<file path="src/rtl/ws2812_pkg.sv">
// Shared definitions for the MMIO WS2812 streamer.
// Holds the register map offsets, CTRL/STATUS bit positions, the streaming FSM
// state encoding and a small count-saturation helper.
package ws2812_pkg;

  // Byte offsets within the MMIO window.
  localparam logic [31:0] OffPixel  = 32'h0;
  localparam logic [31:0] OffCtrl   = 32'h4;
  localparam logic [31:0] OffStatus = 32'h8;
  localparam logic [31:0] WindowBytes = 32'd12;

  // CTRL write bits.
  localparam int unsigned CtrlLatchBit  = 0;
  localparam int unsigned CtrlClrOvfBit = 1;

  // STATUS read bits.
  localparam int unsigned StatEmptyBit = 0;
  localparam int unsigned StatFullBit  = 1;
  localparam int unsigned StatBusyBit  = 2;
  localparam int unsigned StatOvfBit   = 3;
  localparam int unsigned StatCountLsb = 4;

  localparam int unsigned PixelBits = 24;

  typedef enum logic [2:0] {
    StIdle  = 3'd0,
    StLoad  = 3'd1,
    StHigh  = 3'd2,
    StLow   = 3'd3,
    StLatch = 3'd4
  } ws_state_e;

  // The STATUS count field is only four bits wide.
  function automatic logic [3:0] sat_count4(input logic [31:0] count);
    return (count > 32'd15) ? 4'hF : count[3:0];
  endfunction

endpackage

</file>
<file path="src/rtl/sync_fifo.sv">
// Single-clock FIFO with asynchronous active-high reset.
// Ports:
//   clk_i, rst_i     clock, async active-high reset
//   push_i, wdata_i  write request and data (accepted when not full, or when
//                    a pop happens in the same cycle)
//   pop_i, rdata_o   pop request and head-of-queue data (show-ahead)
//   full_o, empty_o  occupancy flags
//   count_o          number of stored entries
module sync_fifo #(
  parameter int unsigned Width = 24,
  parameter int unsigned Depth = 8,
  localparam int unsigned PtrW = (Depth > 1) ? $clog2(Depth) : 1,
  localparam int unsigned CntW = $clog2(Depth + 1)
) (
  input  logic             clk_i,
  input  logic             rst_i,
  input  logic             push_i,
  input  logic [Width-1:0] wdata_i,
  input  logic             pop_i,
  output logic [Width-1:0] rdata_o,
  output logic             full_o,
  output logic             empty_o,
  output logic [CntW-1:0]  count_o
);

  logic [Width-1:0] mem_q [Depth];
  logic [PtrW-1:0]  wptr_q, rptr_q;
  logic [CntW-1:0]  count_q;
  logic             do_push, do_pop;

  assign full_o  = (count_q == CntW'(Depth));
  assign empty_o = (count_q == '0);
  assign count_o = count_q;
  assign rdata_o = mem_q[rptr_q];

  assign do_pop  = pop_i && !empty_o;
  // A pop in the same cycle frees the slot, so a push into a full FIFO still lands.
  assign do_push = push_i && (!full_o || do_pop);

  function automatic logic [PtrW-1:0] ptr_inc(input logic [PtrW-1:0] ptr);
    return (ptr == PtrW'(Depth - 1)) ? '0 : ptr + PtrW'(1);
  endfunction

  always_ff @(posedge clk_i or posedge rst_i) begin
    if (rst_i) begin
      wptr_q  <= '0;
      rptr_q  <= '0;
      count_q <= '0;
    end else begin
      if (do_push) wptr_q <= ptr_inc(wptr_q);
      if (do_pop)  rptr_q <= ptr_inc(rptr_q);
      unique case ({do_push, do_pop})
        2'b10:   count_q <= count_q + CntW'(1);
        2'b01:   count_q <= count_q - CntW'(1);
        default: count_q <= count_q;
      endcase
    end
  end

  always_ff @(posedge clk_i) begin
    if (do_push) mem_q[wptr_q] <= wdata_i;
  end

endmodule

</file>
<file path="src/rtl/mmio_ws2812_streamer.sv">
// Memory-mapped WS2812 LED streamer.
// A 3-word MMIO window (PIXEL, CTRL, STATUS) feeds 24-bit GRB pixels into a
// FIFO; an FSM serialises them MSB first as WS2812 high/low pulses and, on
// request, holds the line low for the latch gap once the FIFO has drained.
// Ports:
//   clock, reset   system clock, async active-high reset
//   wren           store enable from the processor
//   address_dmem   store/load address
//   data           store data
//   q_mmio         STATUS word when address_dmem is BASE+8, else 0
//   mmio_sel       address_dmem falls inside the 3-word window
//   led_dout       WS2812 serial line (registered)
//   busy           streaming, data queued, or a latch still pending
module mmio_ws2812_streamer
  import ws2812_pkg::*;
#(
  parameter logic [31:0] BASE_ADDR  = 32'hFFFF_F000,
  parameter int unsigned FIFO_DEPTH = 8,
  parameter int unsigned T0H        = 20,
  parameter int unsigned T1H        = 40,
  parameter int unsigned TBIT       = 62,
  parameter int unsigned TLATCH     = 3000
) (
  input  logic        clock,
  input  logic        reset,
  input  logic        wren,
  input  logic [31:0] address_dmem,
  input  logic [31:0] data,
  output logic [31:0] q_mmio,
  output logic        mmio_sel,
  output logic        led_dout,
  output logic        busy
);

  localparam int unsigned CntMax   = (TBIT > TLATCH) ? TBIT : TLATCH;
  localparam int unsigned CntW     = $clog2(CntMax + 1);
  localparam int unsigned FifoCntW = $clog2(FIFO_DEPTH + 1);

  localparam logic [CntW-1:0] T0hLast    = CntW'(T0H - 1);
  localparam logic [CntW-1:0] T1hLast    = CntW'(T1H - 1);
  localparam logic [CntW-1:0] TbitLast   = CntW'(TBIT - 1);
  localparam logic [CntW-1:0] TlatchLast = CntW'(TLATCH - 1);

  // Address decode
  logic [31:0] addr_off;
  logic        wr_pixel, wr_ctrl, rd_status;

  assign addr_off  = address_dmem - BASE_ADDR;
  assign mmio_sel  = (address_dmem >= BASE_ADDR) && (addr_off < WindowBytes);
  assign wr_pixel  = wren && mmio_sel && (addr_off == OffPixel);
  assign wr_ctrl   = wren && mmio_sel && (addr_off == OffCtrl);
  assign rd_status = mmio_sel && (addr_off == OffStatus);

  logic unused_data;
  assign unused_data = ^data[31:PixelBits];

  // Pixel FIFO
  logic [PixelBits-1:0] fifo_rdata;
  logic                 fifo_full, fifo_empty, fifo_pop;
  logic [FifoCntW-1:0]  fifo_count;

  sync_fifo #(
    .Width(PixelBits),
    .Depth(FIFO_DEPTH)
  ) u_fifo (
    .clk_i  (clock),
    .rst_i  (reset),
    .push_i (wr_pixel),
    .wdata_i(data[PixelBits-1:0]),
    .pop_i  (fifo_pop),
    .rdata_o(fifo_rdata),
    .full_o (fifo_full),
    .empty_o(fifo_empty),
    .count_o(fifo_count)
  );

  // Streaming FSM state
  ws_state_e            state_q;
  logic [CntW-1:0]      cnt_q;
  logic [4:0]           bit_idx_q;
  logic [PixelBits-1:0] shift_q;
  logic                 led_q;
  logic                 latch_pending_q, latch_pending_d;
  logic                 overflow_q, overflow_d;
  logic [CntW-1:0]      high_last;
  logic                 latch_done;

  assign fifo_pop   = (state_q == StLoad);
  assign high_last  = shift_q[PixelBits-1] ? T1hLast : T0hLast;
  assign latch_done = (state_q == StLatch) && (cnt_q == TlatchLast);

  // cnt_q runs from HIGH entry through LOW so every bit is exactly TBIT cycles.
  always_ff @(posedge clock or posedge reset) begin
    if (reset) begin
      state_q   <= StIdle;
      cnt_q     <= '0;
      bit_idx_q <= '0;
      shift_q   <= '0;
      led_q     <= 1'b0;
    end else begin
      unique case (state_q)
        StIdle: begin
          led_q <= 1'b0;
          cnt_q <= '0;
          if (!fifo_empty)          state_q <= StLoad;
          else if (latch_pending_q) state_q <= StLatch;
        end
        StLoad: begin
          shift_q   <= fifo_rdata;
          bit_idx_q <= 5'(PixelBits - 1);
          cnt_q     <= '0;
          led_q     <= 1'b1;
          state_q   <= StHigh;
        end
        StHigh: begin
          cnt_q <= cnt_q + CntW'(1);
          if (cnt_q == high_last) begin
            led_q   <= 1'b0;
            state_q <= StLow;
          end
        end
        StLow: begin
          if (cnt_q == TbitLast) begin
            cnt_q <= '0;
            if (bit_idx_q == '0) begin
              state_q <= fifo_empty ? StIdle : StLoad;
            end else begin
              bit_idx_q <= bit_idx_q - 5'd1;
              shift_q   <= shift_q << 1;
              led_q     <= 1'b1;
              state_q   <= StHigh;
            end
          end else begin
            cnt_q <= cnt_q + CntW'(1);
          end
        end
        StLatch: begin
          led_q <= 1'b0;
          if (latch_done) begin
            cnt_q   <= '0;
            state_q <= StIdle;
          end else begin
            cnt_q <= cnt_q + CntW'(1);
          end
        end
        default: begin
          led_q   <= 1'b0;
          cnt_q   <= '0;
          state_q <= StIdle;
        end
      endcase
    end
  end

  // Sticky flags. A set in the same cycle as a clear wins in both cases, so a
  // request or drop is never lost.
  always_comb begin
    latch_pending_d = latch_pending_q;
    if (latch_done) latch_pending_d = 1'b0;
    if (wr_ctrl && data[CtrlLatchBit]) latch_pending_d = 1'b1;

    overflow_d = overflow_q;
    if (wr_ctrl && data[CtrlClrOvfBit]) overflow_d = 1'b0;
    if (wr_pixel && fifo_full && !fifo_pop) overflow_d = 1'b1;
  end

  always_ff @(posedge clock or posedge reset) begin
    if (reset) begin
      latch_pending_q <= 1'b0;
      overflow_q      <= 1'b0;
    end else begin
      latch_pending_q <= latch_pending_d;
      overflow_q      <= overflow_d;
    end
  end

  // A pending latch keeps busy high across the single IDLE cycle between the
  // last bit and LATCH, so busy only falls when the latch gap completes.
  assign busy     = (state_q != StIdle) || !fifo_empty || latch_pending_q;
  assign led_dout = led_q;

  logic [31:0] status_word;
  always_comb begin
    status_word = '0;
    status_word[StatEmptyBit] = fifo_empty;
    status_word[StatFullBit]  = fifo_full;
    status_word[StatBusyBit]  = busy;
    status_word[StatOvfBit]   = overflow_q;
    status_word[StatCountLsb +: 4] = sat_count4(32'(fifo_count));
  end

  assign q_mmio = rd_status ? status_word : 32'h0;

endmodule

</file>
<file path="config.mk">
export PLATFORM = sky130hd
export DESIGN_NAME = mmio_ws2812_streamer
export DESIGN_NICKNAME = d
export VERILOG_FILES = /design/src/rtl/ws2812_pkg.sv /design/src/rtl/sync_fifo.sv /design/src/rtl/mmio_ws2812_streamer.sv
export SDC_FILE = /design/constraint.sdc
export NUM_CORES = 1
export LEC_CHECK = 0
export CAP_MARGIN = 40
export CORE_MARGIN = 5
export CORE_UTILIZATION = 40
export DETAILED_ROUTE_END_ITERATION = 6
export HOLD_SLACK_MARGIN = 0.02
export PLACE_DENSITY = 0.58
export RECOVER_POWER = 100
export SYNTH_ARGS = -nofsm -noshare
export SYNTH_HDL_FRONTEND = slang
export SYNTH_HIERARCHICAL = 1
export SYNTH_SLANG_ARGS = --single-unit
</file>
<file path="constraint.sdc">
create_clock -name clock -period 4.4 [get_ports clock]
set_input_delay 0.88 -clock clock [delete_from_list [all_inputs] [get_ports clock]]
set_output_delay 0.88 -clock clock [all_outputs]
set_load 0.03 [all_outputs]
</file>
# After elaboration in Yosys (flattened, before gate mapping)
# Memories as Yosys holds them, arrays and structs flattened.
# Cells that the tools add are included.
# totals
regBits	57
mem_bits_rw	192
in_bits	67
out_inout_bits	35
wordCells	101
n_memories	1
# classes
addsub	7
n_lt_le_gt_ge	2
n_eq_ne	19
muxes	32
reduce_logical	30
# memory_table
memory	words	word_bits	rd	rd_ports_with_merged_regs	wr	line_no	source
u_fifo.mem_q	8	24	1	0	1	sync_fifo.sv:26	logic [Width-1:0] mem_q [Depth];
# op_table
operator	count
$mux 24	2
$pmux 24 s2	1
$pmux 12 s3	1
$eq 32x3->1 const B	1
$eq 32x4->1 const B	1
$ge 32x32->1 const B	1
$logic_not 32->1	1
$lt 32x4->1 const B	1
$sub 32x32->32 const B	1
$mux 12	2
$mux 3	7
$pmux 3 s5	1
$add 12x1->12 const B	1
$eq 12x12->1 const B	1
$eq 12x6->1	1
$eq 12x6->1 const B	1
$logic_and 1x1->1	12
$mux 1	10
$mux 5	2
$pmux 5 s2	1
$eq 3x3->1 const B	3
$mux 8	1
$ne 2x2->1 const B	4
$pmux 4 s2	1
other kinds (22)	32

# Logic depth before layout (Yosys ltp)
# Gate-level depths: netlist (run 1).
# depth
depth_word	8
depth_mapped	11
mapped_depth_nobuf	10

# Hierarchy
# Netlist (run 1), hierarchy kept.
# modules_own_cells
mod	n_inst	cells_per_inst	area_per_inst_um2	seq_area_each_um2
sync_fifo	1	347	7898.8	6015.8
mmio_ws2812_streamer	1	267	2810.2	1176.1

# Worst setup path before layout (run 1)
# OpenSTA, ideal clock, no wires.
# synth_timing
path_kind	input-to-reg
startpoint	input address_dmem[27]
endpoint	memory u_fifo.mem_q[4][0] (enable)
setup_time_ns	0.474
arrival_time_ns	5.162
path_slack_ns	-1.237
path_stages	6
path_buffers	0
cell_sequence	nand4_1 > or4_1 > a211oi_2 > and3b_1 > o21ai_4 > nor4b_1
# synth_via
elab_chain_len	8
# synth_rtl
item	line_no	source
from (decl)	mmio_ws2812_streamer.sv:27	input logic [31:0] address_dmem,
$sub 32x32->32	mmio_ws2812_streamer.sv:48	assign addr_off = address_dmem - BASE_ADDR;
$lt 32x4->1	mmio_ws2812_streamer.sv:49	assign mmio_sel = (address_dmem >= BASE_ADDR) && (addr_off < WindowBytes);
$logic_and 1x1->1 *	mmio_ws2812_streamer.sv:49	
via mmio_sel	mmio_ws2812_streamer.sv:30	output logic mmio_sel,
$logic_and 1x1->1 * (2 in a row)	mmio_ws2812_streamer.sv:50	assign wr_pixel = wren && mmio_sel && (addr_off == OffPixel);
via wr_pixel	mmio_ws2812_streamer.sv:46	logic wr_pixel, wr_ctrl, rd_status;
$logic_and 1x1->1 *	sync_fifo.sv:38	assign do_push = push_i && (!full_o || do_pop);
$mux 1 *	sync_fifo.sv:61	if (do_push) mem_q[wptr_q] <= wdata_i;
$mux 1 (not written as such) *	sync_fifo.sv:61	
to (decl)	sync_fifo.sv:26	
# The timed path passes the listed nets; every way through them passes the cells marked *.

# Worst setup path after layout (run 1)
# layout_timing
startpoint	input address_dmem[31]
endpoint	output mmio_sel
# layout_via
elab_chain_len	3
# layout_rtl
item	line_no
$sub 32x32->32	mmio_ws2812_streamer.sv:48
$lt 32x4->1	mmio_ws2812_streamer.sv:49
$logic_and 1x1->1 *	mmio_ws2812_streamer.sv:49
to (decl)	mmio_ws2812_streamer.sv:30
# Mark *: on every way between the ends. The rest lies on a longest branch, timed or not.

==> flow_summary_export.csv, run 1 <==
group,metric,value,unit
yosys,ys_seq_elements,249,
clocking,cts_tree,"yes",
yosys,ys_warn_count,6,
floorplan,die_area,0.0301,mm2
job,drv_cap,1,
clocking,clkLatencyLatePin,0.52,ns
final_layout,final_nets,787,
yosys,ys_top_cells_by_area,"edfxtp_1 54%, dfrtp_1 13%, mux4_2 10%, mux2_2 4.8%, buf_4 1.7%",
floorplan,num_io_pins,102,
clocking,clkSlewWorstSetupHoldPaths,0.06,ns
setup_path,cp-end-kind,"primary output",
final_layout,drive_above_1_share,21.8,%
yosys,synth_top_area_share,53.8,%
routing,viasPerCell,5.27,
floorplan,die_w,174,um
sta,min_period,4.13,ns
routing,dr.pass1.iters,4,
yosys,syn_area_per_cell,17.4,um2
grt,grt_use_total,14.3,%
final_layout,antenna_cells,0,
placed_design,dpl.cell_count,1015,
clocking,cts_made_buffers,27,
placed_design,io_buffers,69,
setup_path,r2r-start,"u_fifo/rptr_q[1]",
grt,grt_pass1_vias,6098,
grt,grt_overflow_total,0,
routing,totalWireLength,21.3,mm
power_and_ir_drop,leakage,4.47,nW
sta,max_slew.worst_pin.slew,2.08,ns
outcome,violations,"max-capacitance violations, max-slew violations",
sta,setup_violations,0,
sta,finClkSkew,0.0137,ns
setup_path,crit_type,"input pin to primary output",
clocking,cts_root_buffer,"clkbuf_16",
hold_path,hp-class,"flip-flop to flip-flop",
yosys,async_flop_share,22.9,%
yosys,yosysMostFrequentCell,"edfxtp_1",
yosys,synth_edf_count,192,
clocking,postCtsSetupBuffers,0,
yosys,syn_inst,614,
hold_path,holdCritStartpoint,"shift_q[6]",
sta,timing.setup.tns,0,ns
clocking,clock_sinks,249,
floorplan,die_h,174,um
sta,relSlewSlack,-38.8,%
yosys,ys_seq_area_share,67.2,%
sta,slew_viol_final,36,
clocking,cts_resized,0,
clocking,ctsHoldBuffers,0,
yosys,synthTopCellsByCount,"192 x edfxtp_1, 57 x dfrtp_1, 48 x mux4_2",
grt,antenna_found_initial,1,
yosys,synth_cell_types,64,
setup_path,cp.arrival,3.25,ns
floorplan,core_area,0.0262,mm2
setup_path,cp_max_fo,5,
floorplan,start_util,40.9,%
outcome,status,"finished, violations left",
yosys,ys.flop_type,"edfxtp_1",
sta,fmax,242,MHz
clocking,clk_path_buf_depth,3,
floorplan,num_rows,59,
power_and_ir_drop,power.density,402,mW/mm2
yosys,synth.cell_area,0.0107,mm2
setup_path,cpPeakStageDelay,0.71,ns
setup_path,crit_top_cell,"clkdlybuf4s50_1",
sta,rsz0062_at_grt,"no",
routing,ant_nets,0,
routing,drc_errors,0,
setup_path,cp-start-kind,"input pin",
setup_path,startpoint,"address_dmem[31]",
final_layout,finalNonFillerCells,1065,
sta,hold_viol,0,
setup_path,crit_required,3.52,ns
final_layout,final_util,48.2,%
clocking,cts_max_level,1,
setup_path,slowest_stage,"clkdlybuf4s50_1",
setup_path,crit_chain,"clkdlybuf4s50_1 -> inv_1 -> or4_1 -> a211oi_1 -> clkbuf_1 -> clkdlybuf4s50_1",
power_and_ir_drop,ir_drop,313,uV
routing,drt_iter0_drc,253,
grt,grt_pass1_wl,34.5,mm
final_layout,area_growth,17.9,%
routing,vias,5611,
yosys,synth_top_cell_by_area,"edfxtp_1",
grt,grt_max_degree,36,
sta,whs,0.490,ns
sta,post-route-period-util,93.9,%
routing,routedWlPerCell,20.0,um
placed_design,place_hpwl,13.1,mm
placed_design,gp_congestion,0.784,
## path summary, 6_finish.rpt
path	cells after the start	slack (ns)	to
worst min-delay path	1	0.49	shift_q[6]
worst max-delay path	6	0.27	mmio_sel
worst max register to register	6	0.71	shift_q[22]
worst min register to register	1	0.49	shift_q[6]
max in group asynchronous	3	1.31	shift_q[8]
min in group asynchronous	2	0.81	u_fifo/count_o[0]
## worst max-delay path, delay by kind of cell
family / cells / cell delay (ns)
compound gates: 1 / 0.35
buf+inv: 4 / 1.48
simple gates: 1 / 0.52
## power by group
group          switching, mW  total [mW]  internal [mW]
registers          0.0000534        2.54           2.54
logic                 0.0679       0.111         0.0436
clock network          0.871        2.42           1.55
total                  0.939        5.07           4.13
## state kept, by name, summed over array words and instances (netlist names)
register	flops
led_dout	1
u_fifo/mem_q	192
shift_q	24
u_fifo/wptr_q	3
latch_pending_q	1
u_fifo/rptr_q	3
overflow_q	1
bit_idx_q	5
cnt_q	12
u_fifo/count_o	4
state_q	3
## layer usage
| layer | track usage (%) | vias to the layer above | wire length [um] |
|---|---|---|---|
| li1 | - | 2560 | - |
| met4 | 2.97 | 2 | 394 |
| met3 | 2.22 | 37 | 784 |
| met2 | 25.1 | 110 | 10900 |
| met1 | 19.1 | 2902 | 9270 |
| met5 | 0 | - | 13 |
## cells by family (layout without fill, tap and decap cells)
| family | Yosys count | count (layout) | share of synthesized area [%] |
|---|---|---|---|
| adders and majority gates | 11 | 11 | 1.36 |
| AOI/OAI and AO/OA | 48 | 48 | 3.04 |
| buffers and inverters | 64 | 157 | 3.41 |
| other | 1 | 24 | 0.0350 |
| xor gates and xnor gates | 12 | 12 | 0.981 |
| muxes | 117 | 117 | 17.7 |
| DFF | 249 | 249 | 67.2 |
| and+or+nand+nor | 112 | 112 | 6.37 |
## placed cells by master, fill, tap and decap left out, drive strengths merged, types with 4 or more instances in the layout
cell           Yosys  final
mux4              48     48
conb               1     24
edfxtp           192    192
clkinv             0      7
dfrtp             57     57
clkdlybuf4s50      0     34
inv               15     17
xor2               4      4
nor4               5      5
a211oi             4      4
nor2              29     29
nor3               5      5
bufinv             0      7
o21ai             23     23
clkbuf            10     50
ha                10     10
and3               5      5
nor4b              5      5
nand2             16     16
buf               39     14
and2               9      9
a21oi              7      7
nand3              4      4
xnor2              8      8
mux2              59     59
mux2i             10     10
dlygate4sd3        0     27
nand4              8      8
## area by class of cell
cell class              count  area [um2]
clock buffers              33         708
repair buffers             92         805
fillers                  2209       13600
multi-input cells         324        3170
clock inverters            17         264
well taps                 335         419
flip-flops and latches    249        7200
inverters                  15        56.3
## metrics by stage
| step | setup WS [ns] | instance area, um2 | power [mW] |
|---|---|---|---|
| after global routing | 0.171 | 12600 | 5.26 |
| after CTS | 0.415 | 12900 | 5.15 |
| final | 0.270 | 12600 | 5.07 |
| after detailed placement | 0.159 | 11900 | 2.70 |
| after global placement | 0.231 | 11900 | 2.70 |
| after floorplan | -0.340 | 10800 | 2.64 |
(Power assumes the default switching activity.)
==> run 2: changes to the inputs <==
--- a/config.mk
+++ b/config.mk
@@ -7,2 +7,3 @@
 export LEC_CHECK = 0
+export ABC_AREA = 0
 export CAP_MARGIN = 40
==> constraint.sdc (replaced) <==
create_clock -name clock -period 4.4 [get_ports clock]
set_input_delay 0.66 -clock clock [delete_from_list [all_inputs] [get_ports clock]]
set_output_delay 0.66 -clock clock [all_outputs]
set_load 0.03 [all_outputs]
==> run 2 against run 1 <==
- the flow still finishes with violations (max-capacitance violations, max-slew violations)
- non-clock buffer count fell by 3
- cell count shrank 0.56%
- combinational power about the same
- cell area decreased by 0.99%
- first-iteration DRC count is 44% higher
- register-to-register slack got worse by 0.08 ns
- sequential share of layout area increased by 0.58 points
- routed wire length down 0.16%
- total power decreased by 6.5%
- maximum frequency rose by 0.87%
- via count is 0.21% lower
- setup slack improved by 0.035 ns
- highest routed layer unchanged
==> flow_summary_export.csv, run 2 (synthesized netlist as in run 1, its figures left out) <==
group,metric,value,unit
sta,relSlewSlack,-24.3,%
floorplan,core_area,0.0262,mm2
clocking,clk_path_buf_depth,3,
clocking,clock_sinks,249,
setup_path,cp_max_fo,8,
setup_path,cp-end-kind,"primary output",
final_layout,largestRegisters,"u_fifo/mem_q (192), shift_q (24), cnt_q (12)",
routing,routedWlPerCell,20.1,um
outcome,status,"finished, violations left",
placed_design,dpl.cell_count,1012,
routing,met2WireLength,10.8,mm
power_and_ir_drop,p_total,4.74,mW
power_and_ir_drop,power.density,379,mW/mm2
clocking,cts_max_level,1,
final_layout,layout_common_cells,"192 x edfxtp_1, 55 x dfrtp_1, 50 x mux2_2",
sta,finClkSkew,0.0142,ns
grt,grt_pass1_wl,34.0,mm
outcome,violations,"max-capacitance violations, max-slew violations",
floorplan,num_io_pins,102,
clocking,cts_made_buffers,26,
routing,topRoutingLayerUsed,"met5",
sta,rsz0062_at_grt,"no",
power_and_ir_drop,internal_power,3.81,mW
routing,dr.pass1.iters,5,
power_and_ir_drop,ir_drop,312,uV
sta,whs,0.489,ns
final_layout,drive_above_1_share,22.2,%
floorplan,die_w,174,um
grt,grt_pass1_vias,6086,
final_layout,finalNonFillerCells,1059,
hold_path,holdCritStartpoint,"shift_q[5]",
floorplan,start_util,40.9,%
placed_design,io_buffers,69,
clocking,postCtsSetupBuffers,0,
setup_path,cp_num_buf_inv,3,
power_and_ir_drop,p_clk_share,44.1,%
setup_path,cp-start-kind,"input pin",
sta,post-route-period-util,93.1,%
clocking,clkLatencyLatePin,0.53,ns
clocking,cts_resized,0,
sta,slew_viol_final,71,
power_and_ir_drop,p_comb_share,2.4,%
job,drv_cap,3,
clocking,clkSlewWorstSetupHoldPaths,0.06,ns
routing,vias,5599,
power_and_ir_drop,leakage,4.41,nW
placed_design,gp_congestion,0.817,
final_layout,area_growth,16.7,%
setup_path,startpoint,"address_dmem[28]",
setup_path,crit_required,3.74,ns
placed_design,place_hpwl,12.9,mm
setup_path,crit_type,"input pin to primary output",
setup_path,slowest_stage,"dlygate4sd3_1",
final_layout,final_common_cell,"edfxtp_1",
final_layout,final_nets,783,
power_and_ir_drop,pwr-share-seq,53.5,%
power_and_ir_drop,swShare,19.7,%
setup_path,r2r-start,"cnt_q[7]",
sta,hold_viol,0,
setup_path,cp.arrival,3.43,ns
sta,min_period,4.09,ns
routing,wl_met1,9.18,mm
final_layout,largest_reg_flops,192,
clocking,cts_root_buffer,"clkbuf_16",
grt,grt_use_total,14.1,%
routing,drt_iter0_drc,365,
sta,setup_violations,0,
grt,grt_overflow_total,0,
power_and_ir_drop,p_switching,0.932,mW
floorplan,die_h,174,um
sta,max_slew.worst_pin.slew,1.86,ns
floorplan,die_area,0.0301,mm2
clocking,ctsHoldBuffers,0,
routing,totalWireLength,21.3,mm
grt,grt_max_degree,40,
routing,drc_errors,0,
grt,antenna_found_initial,1,
setup_path,cpPeakStageDelay,0.74,ns
hold_path,hp-class,"flip-flop to flip-flop",
floorplan,num_rows,59,
final_layout,antenna_cells,0,
routing,viasPerCell,5.29,
setup_path,crit_chain,"clkdlybuf4s50_1 -> nand4_1 -> or4_1 -> a211oi_1 -> buf_4 -> and4b_1 -> and2_1 -> dlygate4sd3_1",
final_layout,regMostFlops,"u_fifo/mem_q",
setup_path,path_delay_family,"buffers and inverters",
routing,met3WireLength,862,um
sta,fmax,244,MHz
routing,ant_nets,0,
clocking,cts_tree,"yes",
## run 2: cell count changes in the layout (fill, tap and decap cells not counted), moves of 2 or more
cell	change
buf_4	-6
and2_1	+2
and2_0	-2
clkbuf_1	-5
clkbuf_2	+2
bufinv_16	-5
clkinv_2	+4
nor2_1	+2
mux2_2	+7
mux2_1	-7
dlygate4sd3_1	+2
clkdlybuf4s50_1	+6
clkinv_1	-4
## run 2: power groups by stage
| stage | Clock (mW) | Sequential, mW | Combinational [mW] |
|---|---|---|---|
| finish | 2.09 | 2.54 | 0.112 |
| global route | 2.25 | 2.53 | 0.121 |
| CTS | 2.16 | 2.54 | 0.119 |
| detailed placement | 0 | 2.58 | 0.119 |
| global placement | 0 | 2.58 | 0.112 |
| floorplan | 0 | 2.58 | 0.0545 |
## run 2: per-layer routing
layer	track usage (%)	vias to the layer above
met5	0	-
met4	3.63	2
met3	2.18	40
met2	24.4	123
met1	18.9	2889
li1	-	2545
## run 2: final timing paths
path                                      to  slack [ns]  depth (start not counted)
setup / recovery                   q_mmio[0]        0.31                          8
hold / removal                    shift_q[5]        0.49                          1
setup reg to reg                  shift_q[1]        0.63                          5
hold reg to reg                   shift_q[5]        0.49                          1
max in group asynchronous         shift_q[5]        1.65                          3
min in group asynchronous  u_fifo/count_o[0]        0.58                          2
## run 2: worst reg2reg max path, cell delays in order, from the launching register on
cell	delay, ns
dfrtp_1	0.43
or4_4	0.54
nor4_1	0.56
a21oi_1	0.45
nor2_1	1.25
mux2_2	0.44
## run 2: layout make-up
type	instances	area, um2
tap	335	419
clock inverter	12	128
multi-input combinational	324	3160
fill	2146	13700
timing repair buffer	89	840
inverter	15	56.3
sequential	249	7200
clock buffer	35	694
## run 2: stage by stage
stage	TNS (ns)	setup slack (ns)	cell area, um2	util [%]
after floorplan	-5.37	-0.112	10800	-
after global placement	0	0.408	11800	45.1
after detailed placement	0	0.401	11900	45.4
after CTS	0	0.392	12700	48.5
after global routing	0	0.131	12500	47.7
final	0	0.306	12500	47.7
